[config.mk]
export PLATFORM = sky130hd
export DESIGN_NAME = tpu_host_seq_flat
export DESIGN_NICKNAME = d
export VERILOG_FILES = /design/src/rtl/tpu_host_seq_if.sv /design/src/rtl/tpu_host_seq.sv /design/src/flat_wrapper.sv
export SDC_FILE = /design/constraint.sdc
export NUM_CORES = 1
export LEC_CHECK = 0
export CORE_AREA = 5 5 143 111
export CTS_BUF_LIST = sky130_fd_sc_hd__clkbuf_16
export DETAILED_ROUTE_END_ITERATION = 12
export DIE_AREA = 0 0 148 116
export PLACE_DENSITY = 0.79
export SETUP_SLACK_MARGIN = 0.2
export SYNTH_ARGS = -nofsm -noshare
export SYNTH_HDL_FRONTEND = slang
export SYNTH_SLANG_ARGS = --single-unit
[constraint.sdc]
create_clock -name clk -period 2.8 [get_ports clk]
set_input_delay 0.56 -clock clk [delete_from_list [all_inputs] [get_ports clk]]
set_output_delay 0.56 -clock clk [all_outputs]
set_load 0.02 [all_outputs]
[src/rtl/tpu_host_seq_if.sv]
// Host/array bus bundle for tpu_host_seq.
//
// Groups the three streams the sequencer touches:
//   - host write stream:  in_valid / in_ready / in_data
//   - result stream:      out_valid / out_ready / out_data
//   - array-side port:    tpu_r_w / tpu_addr / tpu_dataIn (sequencer drives),
//                         tpu_dataOut (array drives, combinational from tpu_addr)
//
// Modports:
//   master - the sequencer view (drives in_ready, the result stream and the array port)
//   slave  - the environment view (host producer, result consumer and the array)
interface tpu_host_seq_if #(
  parameter int unsigned ADDRW = 16,
  parameter int unsigned DATAW = 64
) ();

  logic             in_valid;
  logic             in_ready;
  logic [DATAW-1:0] in_data;

  logic             out_valid;
  logic             out_ready;
  logic [DATAW-1:0] out_data;

  logic             tpu_r_w;
  logic [ADDRW-1:0] tpu_addr;
  logic [DATAW-1:0] tpu_dataIn;
  logic [DATAW-1:0] tpu_dataOut;

  modport master (
    input  in_valid,
    input  in_data,
    output in_ready,
    output out_valid,
    output out_data,
    input  out_ready,
    output tpu_r_w,
    output tpu_addr,
    output tpu_dataIn,
    input  tpu_dataOut
  );

  modport slave (
    output in_valid,
    output in_data,
    input  in_ready,
    input  out_valid,
    input  out_data,
    output out_ready,
    input  tpu_r_w,
    input  tpu_addr,
    input  tpu_dataIn,
    output tpu_dataOut
  );

endinterface

[src/rtl/tpu_host_seq.sv]
// Host-side job sequencer for a DIM x DIM systolic array.
//
// A job streams A (DIM row words), B (DIM row words) and optionally C (2*DIM half-row
// words) from the host into the array, issues the start write, waits a fixed number of
// cycles for the array to compute, then reads the 2*DIM result words back out to the
// host one at a time.
//
// Ports:
//   clk, rst_n       clock; synchronous active-low reset
//   go, cfg_load_c   one-cycle job request (IDLE only) and C-preload option
//   busy, done       high outside IDLE; one-cycle pulse after the last result word
//   bus (master)     host write stream, result stream and array port
//
// Every array-side output is a flop: an accepted host word appears on the array port
// one cycle later for exactly one cycle. in_ready is withheld while that write is on
// the bus, so the array never sees back-to-back writes during a load phase.
module tpu_host_seq #(
  parameter int unsigned DIM      = 8,
  parameter int unsigned ADDRW    = 16,
  parameter int unsigned DATAW    = 64,
  parameter int unsigned WAIT_CYC = 3 * DIM + 1
) (
  input  logic           clk,
  input  logic           rst_n,
  input  logic           go,
  input  logic           cfg_load_c,
  output logic           busy,
  output logic           done,
  tpu_host_seq_if.master bus
);

  // Word counter must reach 2*DIM (C phase length).
  localparam int unsigned CntW  = $clog2(2 * DIM) + 1;
  // Wait counter runs 0 .. WAIT_CYC-1.
  localparam int unsigned WaitW = (WAIT_CYC > 1) ? $clog2(WAIT_CYC) : 1;

  localparam logic [2:0] StIdle  = 3'd0;
  localparam logic [2:0] StLoadA = 3'd1;
  localparam logic [2:0] StLoadB = 3'd2;
  localparam logic [2:0] StLoadC = 3'd3;
  localparam logic [2:0] StStart = 3'd4;
  localparam logic [2:0] StWait  = 3'd5;
  localparam logic [2:0] StRead  = 3'd6;
  localparam logic [2:0] StDone  = 3'd7;

  localparam logic [ADDRW-1:0] BAddr     = ADDRW'(32'h0200);
  localparam logic [ADDRW-1:0] StartAddr = ADDRW'(32'h0400);

  logic [2:0]       state_q, state_d;
  logic [CntW-1:0]  cnt_q, cnt_d;
  logic [WaitW-1:0] wcnt_q, wcnt_d;
  logic             load_c_q, load_c_d;
  logic             wr_q, wr_d;
  logic [ADDRW-1:0] addr_q, addr_d;
  logic [DATAW-1:0] wdata_q, wdata_d;
  logic             rd_pend_q, rd_pend_d;
  logic             out_valid_q, out_valid_d;
  logic [DATAW-1:0] out_data_q, out_data_d;

  logic             in_load;
  logic [CntW-1:0]  load_len;
  logic             in_ready;
  logic             accept;

  // A-row address: 0x0100 + r*DIM.
  function automatic logic [ADDRW-1:0] a_addr(input logic [CntW-1:0] r);
    return ADDRW'(32'h0100 + 32'(r) * DIM);
  endfunction

  // C / result half-row address: 0x0300 + (k>>1)*2*DIM + (k&1)*DIM.
  function automatic logic [ADDRW-1:0] c_addr(input logic [CntW-1:0] k);
    return ADDRW'(32'h0300 + 32'(k >> 1) * 2 * DIM + 32'(k[0]) * DIM);
  endfunction

  always_comb begin
    in_load  = (state_q == StLoadA) || (state_q == StLoadB) || (state_q == StLoadC);
    load_len = (state_q == StLoadC) ? CntW'(2 * DIM) : CntW'(DIM);
    // Hold off while the previous word is being written, and once the phase is full.
    in_ready = in_load && !wr_q && (cnt_q != load_len);
    accept   = in_ready && bus.in_valid;
  end

  always_comb begin
    state_d     = state_q;
    cnt_d       = cnt_q;
    wcnt_d      = wcnt_q;
    load_c_d    = load_c_q;
    wr_d        = 1'b0;
    addr_d      = addr_q;
    wdata_d     = '0;
    rd_pend_d   = rd_pend_q;
    out_valid_d = out_valid_q;
    out_data_d  = out_data_q;

    case (state_q)
      StIdle: begin
        if (go) begin
          state_d  = StLoadA;
          load_c_d = cfg_load_c;
          cnt_d    = '0;
        end
      end

      StLoadA, StLoadB, StLoadC: begin
        if (accept) begin
          wr_d    = 1'b1;
          wdata_d = bus.in_data;
          cnt_d   = cnt_q + 1'b1;
          if (state_q == StLoadA) begin
            addr_d = a_addr(cnt_q);
          end else if (state_q == StLoadB) begin
            addr_d = BAddr;
          end else begin
            addr_d = c_addr(cnt_q);
          end
        end else if (cnt_q == load_len) begin
          // Phase full: this is the cycle the last word is on the array port.
          cnt_d = '0;
          if (state_q == StLoadA) begin
            state_d = StLoadB;
          end else if ((state_q == StLoadB) && load_c_q) begin
            state_d = StLoadC;
          end else begin
            // Register the start write so it coincides with the START state.
            state_d = StStart;
            wr_d    = 1'b1;
            addr_d  = StartAddr;
          end
        end
      end

      StStart: begin
        state_d = StWait;
        wcnt_d  = '0;
        cnt_d   = '0;
      end

      StWait: begin
        if (wcnt_q == WaitW'(WAIT_CYC - 1)) begin
          // Launch the first read address so it is on the bus in the first READ cycle.
          state_d   = StRead;
          addr_d    = c_addr('0);
          rd_pend_d = 1'b1;
        end else begin
          wcnt_d = wcnt_q + 1'b1;
        end
      end

      StRead: begin
        if (rd_pend_q) begin
          out_data_d  = bus.tpu_dataOut;
          out_valid_d = 1'b1;
          rd_pend_d   = 1'b0;
        end
        if (out_valid_q && bus.out_ready) begin
          out_valid_d = 1'b0;
          if (cnt_q == CntW'(2 * DIM - 1)) begin
            state_d = StDone;
            cnt_d   = '0;
          end else begin
            cnt_d     = cnt_q + 1'b1;
            addr_d    = c_addr(cnt_q + 1'b1);
            rd_pend_d = 1'b1;
          end
        end
      end

      StDone: begin
        state_d = StIdle;
      end

      default: begin
        state_d = StIdle;
      end
    endcase
  end

  always_ff @(posedge clk) begin
    if (!rst_n) begin
      state_q     <= StIdle;
      cnt_q       <= '0;
      wcnt_q      <= '0;
      load_c_q    <= 1'b0;
      wr_q        <= 1'b0;
      addr_q      <= '0;
      wdata_q     <= '0;
      rd_pend_q   <= 1'b0;
      out_valid_q <= 1'b0;
      out_data_q  <= '0;
    end else begin
      state_q     <= state_d;
      cnt_q       <= cnt_d;
      wcnt_q      <= wcnt_d;
      load_c_q    <= load_c_d;
      wr_q        <= wr_d;
      addr_q      <= addr_d;
      wdata_q     <= wdata_d;
      rd_pend_q   <= rd_pend_d;
      out_valid_q <= out_valid_d;
      out_data_q  <= out_data_d;
    end
  end

  assign busy           = (state_q != StIdle);
  assign done           = (state_q == StDone);
  assign bus.in_ready   = in_ready;
  assign bus.out_valid  = out_valid_q;
  assign bus.out_data   = out_data_q;
  assign bus.tpu_r_w    = wr_q;
  assign bus.tpu_addr   = addr_q;
  assign bus.tpu_dataIn = wdata_q;

endmodule

[src/flat_wrapper.sv]
// flat-port wrapper written by rule: the top's interface ports become plain ports
module tpu_host_seq_flat 
#(
  parameter int unsigned DIM      = 8,
  parameter int unsigned ADDRW    = 16,
  parameter int unsigned DATAW    = 64,
  parameter int unsigned WAIT_CYC = 3 * DIM + 1
)
  (clk, rst_n, go, cfg_load_c, busy, done, bus_in_valid, bus_in_data, bus_in_ready, bus_out_valid, bus_out_data, bus_out_ready, bus_tpu_r_w, bus_tpu_addr, bus_tpu_dataIn, bus_tpu_dataOut);
  tpu_host_seq_if #(.ADDRW(ADDRW), .DATAW(DATAW)) bus_i ();
  input  logic clk;
  input  logic rst_n;
  input  logic go;
  input  logic cfg_load_c;
  output logic busy;
  output logic done;
  input wire logic [$bits(bus_i.in_valid)-1:0] bus_in_valid;
  input wire logic [$bits(bus_i.in_data)-1:0] bus_in_data;
  output wire logic [$bits(bus_i.in_ready)-1:0] bus_in_ready;
  output wire logic [$bits(bus_i.out_valid)-1:0] bus_out_valid;
  output wire logic [$bits(bus_i.out_data)-1:0] bus_out_data;
  input wire logic [$bits(bus_i.out_ready)-1:0] bus_out_ready;
  output wire logic [$bits(bus_i.tpu_r_w)-1:0] bus_tpu_r_w;
  output wire logic [$bits(bus_i.tpu_addr)-1:0] bus_tpu_addr;
  output wire logic [$bits(bus_i.tpu_dataIn)-1:0] bus_tpu_dataIn;
  input wire logic [$bits(bus_i.tpu_dataOut)-1:0] bus_tpu_dataOut;
  assign bus_i.in_valid = bus_in_valid;
  assign bus_i.in_data = bus_in_data;
  assign bus_in_ready = bus_i.in_ready;
  assign bus_out_valid = bus_i.out_valid;
  assign bus_out_data = bus_i.out_data;
  assign bus_i.out_ready = bus_out_ready;
  assign bus_tpu_r_w = bus_i.tpu_r_w;
  assign bus_tpu_addr = bus_i.tpu_addr;
  assign bus_tpu_dataIn = bus_i.tpu_dataIn;
  assign bus_i.tpu_dataOut = bus_tpu_dataOut;
  tpu_host_seq #(.DIM(DIM), .ADDRW(ADDRW), .DATAW(DATAW), .WAIT_CYC(WAIT_CYC)) u_core (.clk(clk), .rst_n(rst_n), .go(go), .cfg_load_c(cfg_load_c), .busy(busy), .done(done), .bus(bus_i));
endmodule
# [After elaboration in Yosys (flattened, before gate mapping)]
# Index checks and enable logic that the tools add are counted.
# Widths: inputs -> output; s select.
[word_totals] elab_cells=103 regBits=161
[op_classes] eq_ne=22 n_mux=38 n_addsub=7 n_reduce_logical=26
[ops] cell="$mux 16" n=9
[ops] cell="$pmux 16 s3" n=1
[ops] cell="$mux 5" n=7
[ops] cell="$add 16x4->16" n=2
[ops] cell="$mux 3" n=8
[ops] cell="$add 10x8->11 const A" n=2
[ops] cell="$pmux 5 s4" n=1
[ops] cell="$pmux 3 s6" n=1
[ops] cell="$eq 3x3->1 const B" n=4
[ops] cell="$reduce_and 2->1" n=6
[ops] cell="$add 5x1->5 const B" n=2
[ops] cell="$add 9x8->10 const A" n=1
[ops] cell="$pmux 5 s2" n=1
[ops] cell="$mux 1" n=9
[ops] cell="$ne 2x1->1 const B" n=4
[ops] cell="$ne 2x2->1 const B" n=4
[ops] cell="$reduce_and 7->1" n=1
[ops] cell="$eq 3x2->1 const B" n=2
[ops] cell="$ne 3x2->1 const B" n=2
[ops] cell="$reduce_and 6->1" n=1
[ops] cell="$reduce_bool 2->1" n=3
[ops] cell="$reduce_bool 3->1" n=2
[ops] cell="$eq 5x4->1 const B" n=1
[ops] cell="$eq 5x5->1" n=1
[ops] cell="other kinds (13)" n=18

# [Longest topological paths before layout]
# Gate-level depths: netlist of the first run.
[logic_depth] depth_word=8 depth_mapped=9 ltp_nobuf=9

# [Worst setup path before layout of the first run]
# Ideal clock, no wire load.
[synth_timing] path_type="reg2reg" from="register u_core.cnt_q[0]" to="register u_core.addr_q[7], in the netlist u_core.bus.tpu_addr[7]" path_buffers=0 slack_ns=0.824 t_arrival_ns=1.859 path_stages_with_launch=10 required_ns=2.684 path_cell_list="dfxtp_1 -> ha_1 -> nand3_1 -> inv_1 -> ha_1 -> nand4bb_1 -> a21oi_1 -> o32ai_2 -> or3_1 -> o211a_1"
[synth_via] elab_chain_cells=6 word_cells_on_any_way=21 classes_between="5 x add/sub; 7 x eq/ne; 6 x mux; 3 x reduce/logical"
[synth_rtl] item="start: declaration" line="tpu_host_seq.sv:50" rtl="logic [CntW-1:0] cnt_q, cnt_d;"
[synth_rtl] item="start signal: assignment" line="tpu_host_seq.sv:192" rtl="cnt_q <= cnt_d;"
[synth_rtl] item="$add 5x1->5" line="tpu_host_seq.sv:162" rtl="addr_d = c_addr(cnt_q + 1'b1);"
[synth_rtl] item="$add 10x8->11" line="tpu_host_seq.sv:72" rtl="return ADDRW'(32'h0300 + 32'(k >> 1) * 2 * DIM + 32'(k[0]) * DIM);"
[synth_rtl] item="$add 16x4->16" line="tpu_host_seq.sv:72"
[synth_rtl] item="$mux 16" line="tpu_host_seq.sv:157" rtl="if (cnt_q == CntW'(2 * DIM - 1)) begin"
[synth_rtl] item="$mux 16" line="tpu_host_seq.sv:155" rtl="if (out_valid_q && bus.out_ready) begin"
[synth_rtl] item="$pmux 16 s3" line="tpu_host_seq.sv:95" rtl="case (state_q)"
[synth_rtl] item="end signal: assignment" line="tpu_host_seq.sv:196" rtl="addr_q <= addr_d;"
[synth_rtl] item="end: declaration" line="tpu_host_seq.sv:54" rtl="logic [ADDRW-1:0] addr_q, addr_d;"
# Parallel ways exist; a longest one is shown, timed or not. The select of a mux whose other input is x is not followed.
# A chain may end at the register's enable or synchronous reset.

# [Final worst setup path of the first run]
[layout_timing] from="register u_core.cnt_q[3]" to="output port bus_in_ready"
[layout_via] elab_chain_cells=2
[layout_rtl] item="$ne 5x5->1" line="tpu_host_seq.sv:79" rtl="in_ready = in_load && !wr_q && (cnt_q != load_len);"
[layout_rtl] item="$logic_and 1x1->1" line="tpu_host_seq.sv:79"
[layout_rtl] item="end: declaration" line="flat_wrapper.sv:19" rtl="output wire logic [$bits(bus_i.in_ready)-1:0] bus_in_ready;"
# No other way between the ends.

==> results of run 1 <==
## repair_timing
item,in CTS,in global routing
buffers inserted,0,0
gates resized for setup,2,1
setup endpoints to repair,1,1
pin swaps,0,0
## metrics by stage
step                      utilization  power [mW]  std cells
after floorplan                     -        3.15        628
after global placement          0.597        3.77       1046
after detailed placement        0.597        3.79       1046
after CTS                       0.636        5.93       1078
after global routing            0.636        6.14       1078
final                           0.636        5.86       1078
## cell families after synthesis
family | after synthesis
fa+ha+maj | 6
other cells | 1
xor+xnor | 4
compound gates | 121
mux | 7
buf+inv | 57
simple gates | 272
flops | 153
## routing by layer
layer,share of wire,wire length [um],GRT usage
met1,0.40,6480,0.205
met2,0.47,7710,0.302
met3,0.12,1990,0.0930
met4,0.0081,132,0.0492
met5,0,0,0
## report_power, final
| group | internal, mW | switching [mW] | leakage, nW |
|---|---|---|---|
| logic | 0.656 | 0.684 | 1.83 |
| clock network | 1.22 | 0.901 | 0.263 |
| registers | 2.33 | 0.0689 | 1.24 |
## cell type report
class,count,area [um2],area share
Sequential cell,153,3060,0.339
Clock inverter,15,130,0.0144
Tap cell,180,225,0.0249
Clock buffer,17,425,0.0471
Timing Repair Buffer,283,2860,0.316
Inverter,12,45.0,0.00498
Multi-Input combinational cell,418,2290,0.253
## layout by cell type (no fill, tap or decap), types with 7 or more instances in the layout
cell type,synthesis,routed
sky130_fd_sc_hd__clkdlybuf4s50_1,0,273
sky130_fd_sc_hd__clkbuf_16,0,17
sky130_fd_sc_hd__and2_1,66,65
sky130_fd_sc_hd__o21ai_0,8,7
sky130_fd_sc_hd__nand2b_1,7,7
sky130_fd_sc_hd__nand2_1,143,142
sky130_fd_sc_hd__dfxtp_1,153,152
sky130_fd_sc_hd__a21oi_1,75,75
sky130_fd_sc_hd__conb_1,1,8
sky130_fd_sc_hd__inv_1,12,14
sky130_fd_sc_hd__nor2_1,23,22
## cells in the mapped netlist, drive strengths merged (3+ instances only)
| cell type | count | area (um2) |
|---|---|---|
| buf | 21 | 133 |
| clkbuf | 24 | 97.6 |
| o211ai | 3 | 32.5 |
| nand2 | 144 | 543 |
| dfxtp | 153 | 3060 |
| nand3 | 6 | 30.0 |
| nand4 | 3 | 18.8 |
| o211a | 4 | 40.0 |
| xor2 | 3 | 26.3 |
| mux2 | 3 | 37.5 |
| o311ai | 3 | 26.3 |
| mux2i | 4 | 43.8 |
| nor3 | 5 | 25.0 |
| nor2 | 25 | 98.8 |
| and2 | 66 | 413 |
| inv | 12 | 45.0 |
| nand2b | 8 | 52.6 |
| a21oi | 75 | 375 |
| o21ai | 12 | 60.1 |
| ha | 6 | 75.1 |
| or3 | 3 | 18.8 |
## flip-flops by register name, indices dropped and copies added, names as in the netlist
signal                 count
u_core.bus.out_valid       1
u_core.bus.tpu_r_w         1
u_core.rd_pend_q           1
u_core.load_c_q            1
u_core.bus.tpu_dataIn     64
u_core.bus.tpu_addr        8
u_core.wcnt_q              5
u_core.bus.out_data       64
u_core.state_q             3
u_core.cnt_q               5
## worst reg2reg max path, stage by stage, from the launching register on
cell	delay, ps
sky130_fd_sc_hd__dfxtp_1	340
sky130_fd_sc_hd__ha_1	250
sky130_fd_sc_hd__nand3_1	120
sky130_fd_sc_hd__inv_1	50
sky130_fd_sc_hd__ha_1	180
sky130_fd_sc_hd__nand4bb_1	190
sky130_fd_sc_hd__a21oi_1	310
sky130_fd_sc_hd__o32ai_2	170
sky130_fd_sc_hd__nor2_2	310
sky130_fd_sc_hd__mux2i_1	230
## worst paths after layout
check | start | slack, ps | to
worst min-delay path | u_core.bus.out_data[15] | 450 | u_core.bus.out_data[15]
worst min register to register | u_core.bus.out_data[15] | 450 | u_core.bus.out_data[15]
worst max register to register | u_core.cnt_q[0] | 580 | u_core.bus.tpu_addr[5]
worst max-delay path | u_core.cnt_q[3] | 320 | bus_in_ready
==> results.md, run 1 <==
- The number of instances on the worst hold path is 2.
- Of the synthesized area, sequential elements account for 0.548.
- Along the worst path, the maximum fanout reaches 10.
- The combinational family with the most area after synthesis is simple AND/OR/NAND/NOR gates.
- The analysis attributes to cell leakage a power of 3.33 nW.
- The number of hold buffers added after cts is 0.
- The number of different library cells used by synthesis comes to 58.
- The DRC marker count from the first detailed-route iteration is 272.
- The DRC violations left is 0.
- The count of nets after finishing is 1025.
- The cell at the root of the clock tree is sky130_fd_sc_hd__clkbuf_16.
- The initial antenna violation count came to 0.
- The summed negative setup slack over all endpoints is 0 ps.
- The via density per instance is 4.71.
- The compound-cell area share of the yosys netlist is 0.135.
- The HPWL after detailed placement is 12300 um.
- The number of clock buffers added by TritonCTS is 17.
- The total global-route track usage is 0.180.
- The number of cells on the worst reg-to-reg path is 9.
- The fraction of registers with async set or reset after synthesis is 0.
- Measured against the total synthesized area, the mux share comes to 0.0146.
- On the final layout, the worst clock skew is 16.1 ps.
- In this run the cell area measured after placement is 8480 um2.
- The largest individual stage delay along the critical path comes from the cell sky130_fd_sc_hd__dfxtp_2.
- The worst-margin pin slew is 591 ps.
- The share of synthesized cell area in full adder, half adder and majority cells is 0.0134.
- The H-tree depth reported by CTS is 4.
- The final count of pins violating max slew was 0.
- After clock tree synthesis, the clock-pin slew on the worst setup and hold paths is 60 ps.
- Setup repair after global routing left no endpoint under its margin.
- The tightest min-delay check is of the flop to flop type.
- The peak clock frequency supported by timing is 403 MHz.
- Relative to the synthesized area, the layout overhead comes to 61.7%.
- The global placement routability congestion is 0.850.
- Setup violations remaining at the end of the flow were counted as 0.
- The floorplan step set the die width to 148 um.
- The peak supply drop is 0.394 mV.
- The max-cap check violation count is 0.
- The biggest cell delay along the critical path is 370 ps.
- The post-place setup slack is 392 ps.
- At the later pin of the worst-skew pair, clock insertion delay measures 410 ps.
- The maximum buffer depth of the clock tree is 2.
- The most instantiated flip-flop cell in the synthesis netlist is sky130_fd_sc_hd__dfxtp_1.
- The number of rows in the core area is 38.
- The total iterations of the first detailed-routing run is 4.
- The gate family responsible for the most delay along the worst path is flip-flops.
- The number of global-route vias before repair is 4825.
- With fillers left out, the area of the finished cells amounts to 9040 um2.
- Summing every instance area after synthesis gives 5590 um2.
- In the post-route analysis, the smallest setup slack over all paths is 319 ps.
- In the finished design, the share of the clock period the worst path needs comes to 0.886.
- The final period demand of the worst path is 2480 ps.
- The initial utilization of the core area, before any placement, comes to 0.393.
- The total number of yosys warnings is 0.
- The average wire per standard cell is 15.1 um.
- The post-synthesis sequential element count is 153.
- The critical path goes through nand2b_1 -> mux2_4 -> o21ai_1 -> nor2_1 -> dlygate4sd2_1.
- Wires add up to 16300 um.
- The die covers 17200 um2.
- The xor and xnor area share after synthesis is 0.00627.
- CTS saw 153 sinks.
- The number of hold-slack violations in the final timing report was 0.
- The post-synthesis share of cell area spent on and, or, nand and nor gates is 0.232.
- The endpoint required time on the critical path is 2240 ps.
- The number of vias after detailed routing is 5072.
- Buffers placed on the I/O ports in this run total 274.
- The power per cell area is 649 nW/um2.
- The number of antenna diodes in the final layout is 0.
- For this design the top-level I/O count stands at 283.
- The run finished with clean final reports.
- The remaining global-route overflow is 0.
- The overall die height is 116 um.
- The arrival time reported for the critical path endpoint is 1920 ps.
- Entering global routing, the biggest net connects 69 pins.
- The core region is 14200 um2.
- After synthesis, the mean cell area works out to 9.00 um2.
- The clock tree from TritonCTS is yes.
- The logic depth of the worst setup path including buffers is 5.
- In the final layout, the share of cells above drive strength 1 is 0.0624.
- The total buffers and inverters traversed by the critical path is 1.
- The post-synthesis cell count is 621.
- The number of enable-type register cells in the synthesized netlist is 0.
- Counting the fill cells in the layout gives 1163.
- The type of origin of the critical path is a flop.
- The critical path class is flop to output port.
- The worst setup path is captured at an output port.
- The first global-routing pass estimated 24700 um of wire.
- Once detail routing completed, the nets flagged for antenna violations numbered 0.
- Across all hold checks on the routed design, the worst slack comes to 453 ps.
- In this run the tightest slew margin relative to its limit is 0.601.
No activity file was read; power rests on OpenSTA's default activity.
==> inputs of run 2 (changes only) <==
CAP_MARGIN = 20   (was not set)
CORE_AREA = 5 5 140 108   (was 5 5 143 111)
DIE_AREA = 0 0 145 113   (was 0 0 148 116)
DONT_BUFFER_PORTS = 1   (was not set)
PLACE_DENSITY = not set   (was 0.79)
==> run 2 against run 1 <==
Effect of this change: global-route usage shrank 1.9 points; wire length shrank 16%; register-to-register slack gained 30 ps; sequential power grew 9.6%; highest routed layer unchanged; sequential share of layout area grew 14 points; design area shrank 29%; non-clock buffer count shrank 276; final cell count shrank 26%; clock skew shrank 10 ps; hold slack lost 190 ps; combinational power shrank 54%.
==> results.md, run 2 (synthesized netlist as in run 1, its figures left out) <==
- After detailed routing, no signal wire sits above met4.
- The area growth from synthesis to layout is 14.1%.
- The post-CTS setup repair buffer count came to 0 (unchanged).
- The total wirelength of the detailed-routed design is 13800 um (-16%).
- The summed negative setup slack over all endpoints is 0 ps (unchanged).
- The final critical-path share of the clock period is 0.885 (-0.00111).
- The start point of the worst hold path is bus_in_data[2].
- The flow ran to the end, and the final reports show no timing, DRC or antenna violations.
- The DRC violations left was 0 (unchanged).
- The number of rows in the core area is 37 (-2.6%).
- The power consumption is 5.90 mW (+0.66%).
- Leaving out fill and tap cells, the most frequent cells in the layout are sky130_fd_sc_hd__dfxtp_1, sky130_fd_sc_hd__nand2_1, sky130_fd_sc_hd__a21oi_1.
- The total of endpoints with negative setup slack in the final report is 0 (unchanged).
- The clock network fraction of design power is 0.450 (+0.087).
- The worst-margin pin slew is 647 ps (+56.0 ps).
- The arrival time reported for the critical path endpoint is 1920 ps (about the same).
- The worst-skew pair later-pin latency was 410 ps (about the same).
- The overall die height is 113 um (-2.6%).
- The number of vias after detailed routing was 4116 (-19%).
- The number of buffers created by CTS is 17 (unchanged).
- The launch instance of the worst register-to-register path is u_core.cnt_q[0].
- The global-route wire length before repair is 21200 um (-14%).
- The portion of total power attributed to sequential cells is 0.445 (+0.036).
- The number of antenna repair diodes is 0 (unchanged).
- The kind of path behind the tightest hold check is input port to flop.
- The horizontal die dimension came to 145 um (-2.0%).
- The total iterations of the first detailed-routing run is 5 (+1).
- The number of global-route vias before repair was 3869 (-20%).
- The internal reg-to-reg setup slack is 610 ps (+30 ps).
- The peak clock frequency supported by timing is 404 MHz (+0.13%).
- The DRC marker count from the first detailed-route iteration was 239 (-12%).
- The remaining global-route overflow is 0 (unchanged).
- The maximum number of pins on one net before global-route repair is 66 (-4.3%).
- The share of layout cells above drive strength 1 is 0.0934 (+0.0310).
- The clock sink count is 153 (unchanged).
- The count of input and output buffers came to 0 (-100%).
- The critical path class is flop to output port.
- The count of nets after finishing is 749 (-27%).
- The met3 wirelength from detailed routing is 1730 um (-13%).
- The final period demand of the worst path was 2480 ps (-3.11 ps).
- The worst setup path is launched from a flop.
- The HPWL after detailed placement was 10400 um (-15%).
- The wire length the detailed router placed on met1 was 5390 um (-17%).
- The cell at the root of the clock tree is sky130_fd_sc_hd__clkbuf_16.
- The critical-path maximum fanout is 19 (+9).
- The via density per instance was 5.17 (+9.9%).
- The core footprint is 13600 um2 (-4.6%).
- The H-tree depth reported by CTS came to 4 (unchanged).
- The worst setup path is captured at an output port.
- The met2 wire length was 6460 um (-16%).
- The area of the die is 16400 um2 (-4.6%).
- The cell internal power dissipation came to 4.34 mW (+3.2%).
- The global placement routability congestion was 0.852 (+0.24%).
- The peak supply drop is 0.580 mV (+47%).
- The capture point of the worst reg-to-reg path is u_core.bus.tpu_addr[7].
- The remaining max-slew budget at the tightest pin came to 0.563 (-0.0382).
- The CTS clock-pin slew for the worst setup and hold paths is 60 ps (about the same).
- The leakage power came to 2.37 nW (-29%).
- The number of instances on the worst hold path is 1 (-1).
- The average wire per standard cell is 17.3 um (+14%).
- The total global-route track usage is 0.161 (-0.0194).
- The depth of the most critical reg-to-reg path is 9 (unchanged).
- The max-cap check violation count is 0 (unchanged).
- The number of I/O pins is 283 (unchanged).
- The effective utilization at floorplan is 0.412 (+0.0189).
- The net switching power figure came to 1.56 mW (-5.8%).
- Setup repair after global routing left no endpoint under its margin.
- The final worst clock skew is 6.03 ps (-10.0 ps).
- The initial antenna violation count is 0 (unchanged).
- The endpoint required time on the critical path is 2240 ps (about the same).
- The count of nets left with antenna violations after detail routing is 0 (unchanged).
- The path with the worst hold slack has its endpoint at u_core.bus.tpu_dataIn[2].
- The number of hold-slack violations in the final timing report is 0 (unchanged).
- The most common cell after layout, fill and taps aside is sky130_fd_sc_hd__dfxtp_1.
- The proportion of total power due to net switching is 0.264 (-0.0181).
- The combinational share of power came to 0.104 (-0.125).
- The clock tree from TritonCTS is yes.
- The maximum buffer depth of the clock tree is 2 (unchanged).
- The power per cell area was 925 nW/um2 (+43%).
- The final count of pins violating max slew is 0 (unchanged).
[run 2: cell count changes in the layout (fill, tap and decap cells not counted), sizes merged]
cell | before | now
buf | 9 | 7
bufinv | 1 | 7
clkdlybuf4s50 | 273 | 0
clkinv | 1 | 2
clkinvlp | 6 | 1
dlygate4sd2 | 1 | 0
inv | 19 | 16
[run 2: repair_timing]
item	4_1_cts	5_1_grt
setup endpoints to repair	1	1
gates resized for setup	2	2
hold buffers	0	0
[run 2: layer usage]
layer | track usage | up-vias
met5 | 0 | -
met4 | 0.0571 | 0
met3 | 0.0893 | 16
met2 | 0.253 | 228
met1 | 0.186 | 1866
li1 | - | 2006
[run 2: area by class of cell]
type | instances | area, um2
Clock inverter | 14 | 267
Multi-Input combinational cell | 418 | 2290
Tap cell | 175 | 219
Timing Repair Buffer | 7 | 65.1
Inverter | 12 | 45.0
Clock buffer | 17 | 425
Sequential cell | 153 | 3070
Fill cell | 1272 | 7190
[run 2: power groups by stage]
stage	registers (mW)	clock network (mW)	logic, mW
global route	2.65	2.82	0.679
detailed placement	2.68	0	0.608
finish	2.63	2.66	0.614
floorplan	2.60	0	0.555
global placement	2.68	0	0.588
CTS	2.64	2.72	0.610
[run 2: stage by stage]
step | hold slack [ps] | cells | setup slack (ps) | instance area, um2 | util
after CTS | 243 | 796 | 276 | 6370 | 0.470
final | 267 | 796 | 322 | 6370 | 0.470
after detailed placement | 530 | 765 | 544 | 5680 | 0.418
after global placement | 515 | 765 | 600 | 5680 | 0.418
after global routing | 237 | 796 | 211 | 6370 | 0.470
after floorplan | 491 | 628 | 824 | 5620 | -
[run 2: worst max-delay path, cell delays in order (launching register included)]
cell and delay, ps:
sky130_fd_sc_hd__dfxtp_2 530, sky130_fd_sc_hd__nand2_2 150, sky130_fd_sc_hd__mux2_4 380, sky130_fd_sc_hd__o21ai_0 310, sky130_fd_sc_hd__nor2_2 130
[run 2: worst max-delay path by stage]
| stage | start | end | depth (start not counted) |
|---|---|---|---|
| after floorplan | u_core.cnt_q[0] | u_core.bus.tpu_addr[7] | 9 |
| after global placement | u_core.state_q[0] | bus_in_ready | 4 |
| after detailed placement | u_core.state_q[0] | bus_in_ready | 4 |
| after CTS | u_core.cnt_q[0] | bus_in_ready | 5 |
| after global routing | u_core.state_q[0] | bus_in_ready | 4 |
| final | u_core.state_q[0] | bus_in_ready | 4 |
==> inputs of run 3 (changes only) <==
CORE_AREA = 5 5 123 96   (was 5 5 140 108)
DIE_AREA = 0 0 128 101   (was 0 0 145 113)
PLACE_DENSITY = 0.69   (was not set)
SKIP_CTS_REPAIR_TIMING = 1   (was not set)
==> run 3 against run 2 <==
Effect of this change: clock skew up 1.7 ps; die area down 21%; via count up 0.95%; sequential share of layout area up 1.1 points; global-route usage up 4.3 points; final cell count down 4.5%.
==> results.md, run 3 (synthesized netlist as in run 1, its figures left out) <==
- In this run the worst setup path terminates at bus_in_ready.
- The sort of element at the end of the critical path is an output port.
- The effective utilization at floorplan is 0.529 (+0.117).
- The global placement routability congestion is 0.819 (-3.8%).
- The endpoint identified for the worst register-to-register timing path is u_core.bus.tpu_addr[7].
- The number of antenna repair diodes is 0 (unchanged).
- The core footprint was 10600 um2 (-22%).
- The overall die height is 101 um (-11%).
- The leakage power is 2.32 nW (-2.4%).
- The portion of total power attributed to sequential cells is 0.478 (+0.033).
- The worst-skew pair later-pin latency is 410 ps (about the same).
- The DRC violations left was 0 (unchanged).
- The type of origin of the critical path is a flop.
- The DRC marker count from the first detailed-route iteration was 212 (-11%).
- CTS placed an instance of sky130_fd_sc_hd__clkbuf_16 at the clock tree root.
- The HPWL after detailed placement is 10500 um (+0.76%).
- The internal reg-to-reg setup slack is 600 ps (about the same).
- The launch instance of the worst register-to-register path is u_core.cnt_q[0].
- The power per cell area was 882 nW/um2 (-4.7%).
- The critical-path maximum fanout is 19 (unchanged).
- The total of endpoints with negative setup slack in the final report was 0 (unchanged).
- The clock sink count is 153 (unchanged).
- The peak clock frequency supported by timing is 409 MHz (+1.3%).
- The area of the die is 12900 um2 (-21%).
- The clock network fraction of design power came to 0.410 (-0.040).
- The number of buffers created by CTS is 17 (unchanged).
- The worst setup path is of the flop to output port kind.
- The instance area at placement is 5630 um2 (-0.82%).
- The total global-route track usage is 0.204 (+0.0433).
- The count of input and output buffers is 0 (unchanged).
- The maximum buffer depth of the clock tree was 2 (unchanged).
- The post-layout instance area was 6230 um2 (-2.3%).
- The total placed cells including tap cells came to 728 (-4.8%).
- The remaining max-slew budget at the tightest pin is 0.558 (-0.00444).
- The final critical-path share of the clock period is 0.873 (-0.0116).
- The combinational share of power is 0.112 (+0.008).
- The share of layout cells above drive strength 1 is 0.0903 (-0.00308).
- The maximum number of pins on one net before global-route repair is 65 (-1.5%).
- The summed negative setup slack over all endpoints is 0 ps (unchanged).
- The worst-margin pin slew is 654 ps (+6.57 ps).
- The number of global-route vias before repair came to 3989 (+3.1%).
- The count of nets after finishing is 747 (-0.27%).
- The worst hold slack was 265 ps (-1.99 ps).
- The final worst clock skew was 7.68 ps (+1.65 ps).
- In this run the worst setup path begins at u_core.state_q[0].
- The final standard cell count with taps included and fillers excluded is 760 (-4.5%).
- The global-route wire length before repair came to 20600 um (-3.1%).
- The final setup slack of the worst path is 355 ps (+32.4 ps).
- The H-tree depth reported by CTS came to 4 (unchanged).
- The net switching power figure is 1.59 mW (+1.9%).
- The number of rows in the core area was 33 (-11%).
- The number of hold-slack violations in the final timing report is 0 (unchanged).
- The average wire per standard cell was 18.3 um (+6.0%).
- The initial antenna violation count is 0 (unchanged).
- The number of I/O pins is 283 (unchanged).
- The clock tree from TritonCTS is yes.
- The remaining global-route overflow came to 0 (unchanged).
- The CTS clock-pin slew for the worst setup and hold paths is 70 ps (about the same).
- The proportion of total power due to net switching is 0.289 (+0.0250).
- Setup repair after global routing left no endpoint under its margin.
- The endpoint required time on the critical path is 2240 ps (about the same).
- The area growth from synthesis to layout is 11.4%.
- The max-cap check violation count came to 0 (unchanged).
- The number of vias after detailed routing came to 4155 (+0.95%).
- The arrival time reported for the critical path endpoint was 1890 ps (-30 ps).
- The utilization after layout is 0.589 (+0.119).
- The post-place setup slack was 557 ps (+13.0 ps).
- The via density per instance is 5.47 (+5.7%).
- The total wirelength of the detailed-routed design is 13900 um (+1.2%).
- The depth of the most critical reg-to-reg path was 9 (unchanged).
- The horizontal die dimension is 128 um (-12%).
- The final count of pins violating max slew is 0 (unchanged).
- The run finished with clean final reports.
- The power consumption was 5.49 mW (-6.9%).
- The count of nets left with antenna violations after detail routing is 0 (unchanged).
- The min-delay analysis places its worst path in the category input port to flop.
- The cell internal power dissipation was 3.90 mW (-10%).
- The library cells used most frequently in the layout, excluding fill and tap cells, are sky130_fd_sc_hd__dfxtp_1, sky130_fd_sc_hd__nand2_1, sky130_fd_sc_hd__a21oi_1.
- The peak supply drop is 0.526 mV (-9.4%).
- The most common cell after layout, fill and taps aside is sky130_fd_sc_hd__dfxtp_1.
- The total iterations of the first detailed-routing run is 5 (unchanged).
- The final period demand of the worst path is 2450 ps (-32.4 ps).
==> run 3: cell count changes in the layout (fill, tap and decap cells not counted) <==
cell / previous run / this run
sky130_fd_sc_hd__nand2b_2: 2 / 1
sky130_fd_sc_hd__buf_12: 1 / 2
sky130_fd_sc_hd__nand2b_1: 6 / 7
sky130_fd_sc_hd__clkinvlp_4: 1 / 3
sky130_fd_sc_hd__buf_4: 6 / 3
sky130_fd_sc_hd__inv_6: 2 / 3
sky130_fd_sc_hd__bufinv_16: 7 / 2
sky130_fd_sc_hd__clkinv_4: 0 / 3
==> run 3: worst min-delay path by stage <==
stage                     depth (start not counted)  slack, ps             from                   endpoint
after floorplan                                   1        490  u_core.cnt_q[1]            u_core.cnt_q[1]
after global placement                            1        510  u_core.cnt_q[1]            u_core.cnt_q[1]
after detailed placement                          1        520  u_core.cnt_q[1]            u_core.cnt_q[1]
after CTS                                         1        250  bus_in_data[59]  u_core.bus.tpu_dataIn[59]
after global routing                              1        240  bus_in_data[23]  u_core.bus.tpu_dataIn[23]
final                                             1        270  bus_in_data[57]  u_core.bus.tpu_dataIn[57]
==> run 3: power groups by stage <==
stage	Combinational [mW]	Sequential, mW	Clock [mW]
detailed placement	0.606	2.67	0
global route	0.679	2.64	2.40
CTS	0.608	2.63	2.30
finish	0.615	2.62	2.25
floorplan	0.555	2.60	0
global placement	0.585	2.67	0
==> run 3: critical path, stage by stage, from the launching register on <==
cell and delay, ps:
sky130_fd_sc_hd__dfxtp_2 520, sky130_fd_sc_hd__nand2_2 160, sky130_fd_sc_hd__mux2_4 380, sky130_fd_sc_hd__o21ai_0 290, sky130_fd_sc_hd__nor2_2 130
==> run 3: area by class of cell <==
cell class	count	area [um2]
clock buffer	17	425
multi-input combinational	418	2290
tap	140	175
sequential	153	3070
fill	919	4340
timing repair buffer	5	62.6
clock inverter	15	166
inverter	12	45.0
==> run 3: routing by layer <==
metal | part of all wire | GRT usage
met3 | 0.12 | 0.102
met1 | 0.37 | 0.222
met4 | 0.014 | 0.0701
met2 | 0.50 | 0.348
met5 | 0 | 0
